`src/rtl/wots_pk_from_sig_ctrl.sv`:
```
// WOTS+ public-key-from-signature sequencer: derives base-w digits plus checksum
// from a digest and runs one chain-engine job per signature chunk.
module wots_pk_from_sig_ctrl #(
   parameter int WOTS_W     = 16,
   parameter int WOTS_LOG_W = 4,
   parameter int WOTS_LEN1  = 64,
   parameter int WOTS_LEN2  = 3,
   parameter int WOTS_LEN   = 67,
   parameter int KEY_LEN    = 256
) (
   input  logic                  clk,
   input  logic                  reset,
   input  logic                  start,
   input  logic [255:0]          msg,
   input  logic [255:0]          base_addr,
   output logic                  busy,
   output logic                  done,
   output logic [6:0]            sig_addr,
   input  logic [KEY_LEN-1:0]    sig_rdata,
   output logic                  pk_we,
   output logic [6:0]            pk_addr,
   output logic [KEY_LEN-1:0]    pk_wdata,
   output logic                  chain_start,
   output logic [KEY_LEN-1:0]    chain_input_data,
   output logic [255:0]          chain_hash_addr,
   output logic [WOTS_LOG_W-1:0] chain_start_step,
   output logic [WOTS_LOG_W-1:0] chain_end_step,
   input  logic                  chain_done,
   input  logic [KEY_LEN-1:0]    chain_data_out
);

   localparam int CSUM_W = WOTS_LEN2 * WOTS_LOG_W;
   localparam logic [6:0] LAST_MSG   = 7'(WOTS_LEN1 - 1);
   localparam logic [6:0] LAST_CHAIN = 7'(WOTS_LEN - 1);
   localparam logic [WOTS_LOG_W-1:0] MAX_DIGIT = {WOTS_LOG_W{1'b1}};
   localparam logic [WOTS_LOG_W-1:0] END_STEP  = (WOTS_LOG_W)'(WOTS_W - 2);

   typedef enum logic [2:0] {
      IDLE, CSUM, READ, LOAD, START, WAIT, WRITE, DONE
   } state_t;

   state_t                  state, state_next;
   logic [255:0]            msg_r;
   logic [255:0]            addr_r;
   logic [CSUM_W-1:0]       csum;
   logic [6:0]              idx;
   logic [KEY_LEN-1:0]      data_r;
   logic [WOTS_LOG_W-1:0]   digit;
   logic                    unused_chain_field;

   // The chain field of the latched address is replaced by the chain index.
   assign unused_chain_field = ^addr_r[95:64];

   // Checksum digits sit at indices 64..66, so idx[1:0] picks csum nibble 0..2 MSB first.
   always_comb begin
      if (idx < 7'(WOTS_LEN1)) begin
         digit = msg_r[8'd255 - {idx[5:0], 2'b00} -: WOTS_LOG_W];
      end else begin
         digit = csum[4'(CSUM_W - 1) - {idx[1:0], 2'b00} -: WOTS_LOG_W];
      end
   end

   always_ff @(posedge clk or posedge reset) begin
      if (reset) begin
         state  <= IDLE;
         msg_r  <= '0;
         addr_r <= '0;
         csum   <= '0;
         idx    <= '0;
         data_r <= '0;
      end else begin
         state <= state_next;
         case (state)
            IDLE: begin
               if (start) begin
                  msg_r  <= msg;
                  addr_r <= base_addr;
                  csum   <= '0;
                  idx    <= '0;
               end
            end
            CSUM: begin
               csum <= csum + CSUM_W'(MAX_DIGIT - digit);
               idx  <= (idx == LAST_MSG) ? 7'd0 : idx + 7'd1;
            end
            LOAD:  data_r <= sig_rdata;
            WAIT:  if (chain_done) data_r <= chain_data_out;
            WRITE: if (idx != LAST_CHAIN) idx <= idx + 7'd1;
            default: ;
         endcase
      end
   end

   // Outputs are decoded purely from state so a reset clears them immediately.
   always_comb begin
      state_next       = state;
      busy             = 1'b0;
      done             = 1'b0;
      sig_addr         = '0;
      pk_we            = 1'b0;
      pk_addr          = '0;
      pk_wdata         = '0;
      chain_start      = 1'b0;
      chain_input_data = '0;
      chain_hash_addr  = '0;
      chain_start_step = '0;
      chain_end_step   = '0;
      case (state)
         IDLE: if (start) state_next = CSUM;
         CSUM: begin
            busy = 1'b1;
            if (idx == LAST_MSG) state_next = READ;
         end
         READ: begin
            busy       = 1'b1;
            sig_addr   = idx;
            state_next = LOAD;
         end
         LOAD: begin
            busy       = 1'b1;
            state_next = (digit == MAX_DIGIT) ? WRITE : START;
         end
         START: begin
            busy        = 1'b1;
            chain_start = 1'b1;
            state_next  = WAIT;
         end
         WAIT: begin
            busy = 1'b1;
            if (chain_done) state_next = WRITE;
         end
         WRITE: begin
            busy       = 1'b1;
            pk_we      = 1'b1;
            pk_addr    = idx;
            pk_wdata   = data_r;
            state_next = (idx == LAST_CHAIN) ? DONE : READ;
         end
         DONE: begin
            done       = 1'b1;
            state_next = IDLE;
         end
         default: state_next = IDLE;
      endcase
      if (state == START || state == WAIT) begin
         chain_input_data = data_r;
         chain_hash_addr  = {addr_r[255:96], 25'd0, idx, addr_r[63:0]};
         chain_start_step = digit;
         chain_end_step   = END_STEP;
      end
   end

endmodule

```
`config.mk`:
```
export PLATFORM = sky130hd
export DESIGN_NAME = wots_pk_from_sig_ctrl
export DESIGN_NICKNAME = d
export VERILOG_FILES = /design/src/rtl/wots_pk_from_sig_ctrl.sv
export SDC_FILE = /design/constraint.sdc
export NUM_CORES = 2
export LEC_CHECK = 0
export CAP_MARGIN = 30
export CORE_AREA = 2 2 705 707
export DETAILED_ROUTE_END_ITERATION = 6
export DIE_AREA = 0 0 707 709
export DONT_BUFFER_PORTS = 1
export HOLD_SLACK_MARGIN = 0.03
export SYNTH_ARGS = -nofsm -noshare
export SYNTH_HDL_FRONTEND = slang
export SYNTH_SLANG_ARGS = --single-unit
```
`constraint.sdc`:
```
create_clock -name clk -period 67.7 [get_ports clk]
set_input_delay 10.155 -clock clk [delete_from_list [all_inputs] [get_ports clk]]
set_output_delay 10.155 -clock clk [all_outputs]
set_load 0.02 [all_outputs]
```
Word-level counts from Yosys, hierarchy flattened
Index checks and enable logic that the tools add are counted.

Multiplexer cells: 26. $lt $le $gt $ge: 1. Equality and inequality tests: 15. Reduce and logical (&&, ||, !) cells: 11. $add $sub $neg: 5. Shift-type cells: 2.

Operators by type and width (number): 2-to-1 mux 256 bit (4); one-hot mux 256 bit (2 select lines) (1); variable part select 259 x 9 -> 4 bit (1); 2-to-1 mux 7 bit (5); one-hot mux 12 bit (2 select lines) (1); one-hot mux 3 bit (8 select lines) (1); one-hot mux 7 bit (3 select lines) (1); variable part select 15 x 5 -> 4 bit (1); adder 12 bit (1); equality test 3 bit, second input constant (4); 2-to-1 mux 12 bit (1); 2-to-1 mux 3 bit (4); 2-to-1 mux 4 bit (3); inequality test 2 bit, second input constant (4); subtractor 8 bit, first input constant (1); adder 7 x 1 -> 7 bit, second input constant (1); equality test 7 x 6 -> 1 bit, second input constant (1); equality test 7 bit, second input constant (1); < comparator 7 bit, second input constant (1); inequality test 7 bit, second input constant (1); equality test 3 x 2 -> 1 bit, second input constant (2); AND reduction 2 bit (3); AND reduction 3 bit (2); OR reduction 6 bit (1); other kinds (10) (14).

Logic and storage cells: 66. Bits in registers: 790. Input port bits: 1028. Output and inout port bits: 794.

Longest topological paths before layout
Word-level depth: 6. Mapped depth: 19. Depth with buffers taken out: 15.

Worst setup path before layout
Ideal clock, no wire load.

Kind: flip-flop to output port. Start: register idx[0]. End: output port chain_start_step[1]. Setup slack: 55.231 ns. Arrival time: 2.314 ns. Buffers on the path: 4. Cell stages (with the launch flop): 12. Cells stage by stage: dfrtp_1 buf_6 buf_12 buf_12 clkinv_1 ha_1 buf_1 mux2i_1 o21ai_0 a2bb2oi_1 o211a_1 nor2_1.

Longest elaborated chain between the ends: 4. Elaborated cells on any way between the ends: 7. Those cells by class: add/sub (2); order compare (1); shift (2); mux (2).

Ends and longest elaborated chain: start: declaration (RTL line 46) `logic [6:0] idx;`; start signal: assignment (RTL line 84) `idx <= (idx == LAST_MSG) ? 7'd0 : idx + 7'd1;`; start signal: assignment (RTL line 88) `WRITE: if (idx != LAST_CHAIN) idx <= idx + 7'd1;`; subtractor 8 bit or subtractor 4 bit (tied branches) (RTL line 57, 59); variable part select 259 x 9 -> 4 bit or variable part select 15 x 5 -> 4 bit (tied branches) (RTL line 57, 59); 2-to-1 mux 4 bit (*) (RTL line 56) `if (idx < 7'(WOTS_LEN1)) begin`; 2-to-1 mux 4 bit (*) (RTL line 145) `if (state == START || state == WAIT) begin`; end: declaration (RTL line 26) `output logic [WOTS_LOG_W-1:0] chain_start_step,`.

Mark *: on every way between the ends. The rest lies on a longest branch, timed or not.

Worst setup path after layout
Start: register state[0]. End: output port pk_wdata[1].

Longest elaborated chain between the ends: 2.

Ends and longest elaborated chain: start: declaration (RTL line 42) `state_t state, state_next;`; start signal: assignment (RTL line 72) `state <= state_next;`; equality test 3 bit (RTL line 108) `case (state)`; 2-to-1 mux 256 bit (RTL line 108); end: declaration (RTL line 22) `output logic [KEY_LEN-1:0] pk_wdata,`.

Every way passes these cells.

==> run metrics <==
status=complete, no violations; crit-path max FO=166; initial antenna violation count=~330; clock-pin slew on the worst setup and hold paths=0.06 ns; largest cells by area after synthesis=dfrtp_1 (49%), nand2_1 (17%), and2_1 (12%); EDFF count, synth=0; CTS root buffer=clkbuf_16; Final Worst Setup Slack=52.80 ns; number of global-route vias before repair=approximately 31000; CTS tree=yes; CP endpoint=pk_wdata[1]; required time worst endpoint=approximately 58 ns; worst path cell trace=nand2b_2 -> or2_1 -> buf_4 -> inv_8 -> buf_12 -> and2_1; Synth top area share=49.3%; drc violations=0; setup slack at placement=53.64 ns; area grow syn2layout=30.9%; # port buffers=0; first drt pass iteration count=6; worst min path class=reg2reg; Sink Count=758; H-tree levels=3; CTS Hold Buffers Added=0; Crit Path Class=reg2out; cell count after synthesis=between 4000 and 5000; largest net degree at the start of global routing=~220; max-slew violations=0; Die Area=501000 sq um; Fin. Hold Viols=0; reg2reg start=state[1]$_DFFE_PP0P_; cts repair resizes=0; worst-case clock buffer depth=4; leakage power=~23 nW; R2R Path End=data_r[131]$_DFFE_PP0P_; CP Capture Type=output port; share of layout cells above drive strength 1=7.68%; crit start category=flip-flop; Bufs and invs on worst path=3; Fin Clk Skew=0.0463 ns; Synth Area per Inst=approximately 8.8 sq um; post-DP HPWL=~300000 um; Worst EP arrival=4.74 ns; worst IR drop on VDD=0.0000226 V; first-pass GRT wire length=416000 um; Core Area=493000 sq um; Setup TNS=0 ns; final setup fails=0; reg2reg setup slack=around 63 ns; Critical-path top delay cell=and2_1; Seq/Total Area, Yosys=49.3%; 1st-iter DRT viols=3379; f_max=0.0671 GHz; crit path time final=14.90 ns; Tightest Pin Transition=1.12 ns; Die Width=707 um; antenna viol nets, final=0; RSZ-0062 raised after global routing=false; Synth Flop Type=dfrtp_1; Max stage delay on crit path=roughly 0.87 ns; r2r worst-path depth=8; gpl congestion=1.05; GR Overflow Total=0; Via density=~3.0; Setup crit start=state[0]$_DFFE_PP0P_; Unique masters post-synth=58; nets@finish=5311; Routed WL per cell=31.8 um; number of cells on the critical path=6; WL final=349000 um; site row count=258; PwrDens=between 40 and 50 nW/um^2; Final Cycle Share=22.0%; async set-reset flop share out of synthesis=100%; max_slew headroom=25.6%; Yosys top cell by area=dfrtp_1; CP top delay family=simple AND/OR/NAND/NOR gates; Max-cap violations=0; Via Count=roughly 33000; chip height=709 um; Initial Utilization=around 7.8%; cell area after synthesis=38500 sq um; #FFs+latches synth=758; post-CTS setup buffers=0; top-level port count=1822; Tot GR Track Use=13.3%; Ys Warns=0; total clock buffers created by CTS=between 100 and 150; clk_lat worst skew=roughly 0.82 ns
[worst reg2reg max path, cell delays in order, from the launching register on]
cell and delay [ns]:
dfrtp_1 0.50, nand2b_1 0.57, inv_8 0.34, a21o_1 0.30, nand2_4 0.48, buf_4 0.74, buf_4 0.70, buf_12 0.52
o21ai_0 0.60
[placed cells by master, fill, tap and decap left out, drive strengths merged, types with 2 or more instances in the layout]
cell,Yosys,layout
a21o,6,6
a21oi,11,11
a22oi,13,13
a31oi,4,4
a41oi,2,2
and2,748,748
and3,5,5
buf,109,96
bufinv,0,10
clkbuf,229,142
clkinv,2,16
clkinvlp,0,9
conb,1,26
dfrtp,758,758
diode,0,135
ha,7,7
inv,11,19
mux2i,283,283
mux4,58,58
nand2,1739,1739
nand2b,9,9
nand3,26,26
nand3b,2,2
nand4,9,9
nor2,33,33
nor2b,7,7
nor3,10,10
nor4,3,3
o21ai,274,274
o31ai,4,4
or2,2,2
[how the worst min path moves through the flow]
stage,startpoint,to,slack [ns],cells past startpoint
floorplan,msg_r[106]$_DFFE_PP0P_,msg_r[106]$_DFFE_PP0P_,0.44,2
global placement,addr_r[218]$_DFFE_PP0P_,addr_r[218]$_DFFE_PP0P_,0.45,2
detailed placement,addr_r[109]$_DFFE_PP0P_,addr_r[109]$_DFFE_PP0P_,0.45,2
CTS,msg_r[138]$_DFFE_PP0P_,msg_r[138]$_DFFE_PP0P_,0.47,2
global route,addr_r[99]$_DFFE_PP0P_,addr_r[99]$_DFFE_PP0P_,0.48,2
finish,msg_r[134]$_DFFE_PP0P_,msg_r[134]$_DFFE_PP0P_,0.47,2
[report_power, final]
| part | switching [W] | internal (W) |
|---|---|---|
| clock | 0.000246 | 0.000347 |
| sequential | 0.000216 | 0.000665 |
| combinational | 0.000669 | 0.000269 |
| total | 0.00113 | 0.00128 |
[synthesized netlist by cell type, types with 7 or more instances]
library cell     n
a21oi_1         11
a22oi_1         13
and2_1         747
buf_2           45
buf_4           53
clkbuf_1       228
dfrtp_1        758
ha_1             7
inv_1            9
mux2i_1        283
mux4_1          12
mux4_2          46
nand2_1       1739
nand2b_1         8
nand3_1         26
nand4_1          9
nor2_1          33
nor2b_1          7
nor3_1          10
o21ai_0        272
[cells by family (layout without fill, tap and decap cells)]
| logic type | after synthesis | after routing | synth area share [%] |
|---|---|---|---|
| AOI/OAI and AO/OA | 328 | 328 | 4.61 |
| xor gates and xnor gates | 2 | 2 | 0.0456 |
| adders and majority gates | 8 | 8 | 0.280 |
| buffers and inverters | 351 | 292 | 4.24 |
| DFF | 758 | 758 | 49.3 |
| muxes | 341 | 341 | 10.9 |
| other | 1 | 161 | 0.00975 |
| and+or+nand+nor | 2595 | 2595 | 30.6 |
[cell type report]
class,count,area (sq um)
antenna,135,338
clock inverter,41,557
inverter,13,71.3
sequential,758,19000
multi-input combinational,3300,18000
clock buffer,142,2990
fill,56783,443000
tap,6500,8130
timing repair buffer,96,1250
[per-layer routing]
metal / track usage, % / share of wire, % / vias up
met4: 6.15 / 5.4 / 116
met5: 0 / 0.23 / -
met1: 15.2 / 38 / 15930
met2: 20.4 / 44 / 2208
met3: 6.68 / 12 / 731
li1: - / - / 13867
[state kept, by name, indices dropped and copies added, names as in the netlist]
signal / count
data_r: 256
msg_r: 256
addr_r: 224
csum: 12
idx: 7
state: 3
[per-stage QoR]
step | instance area (sq um) | utilization [%] | std cells | power, W | hold WS (ns)
after floorplan | 38500 | - | 4409 | 0.00139 | 0.437
after global placement | 45800 | 9.29 | 10640 | 0.00181 | 0.453
after detailed placement | 46300 | 9.40 | 10662 | 0.00184 | 0.454
after CTS | 49900 | 10.1 | 10845 | 0.00246 | 0.468
after global routing | 50100 | 10.2 | 10885 | 0.00256 | 0.484
final | 50300 | 10.2 | 10985 | 0.00241 | 0.467
Note: power is estimated with default switching activity, not from simulation.
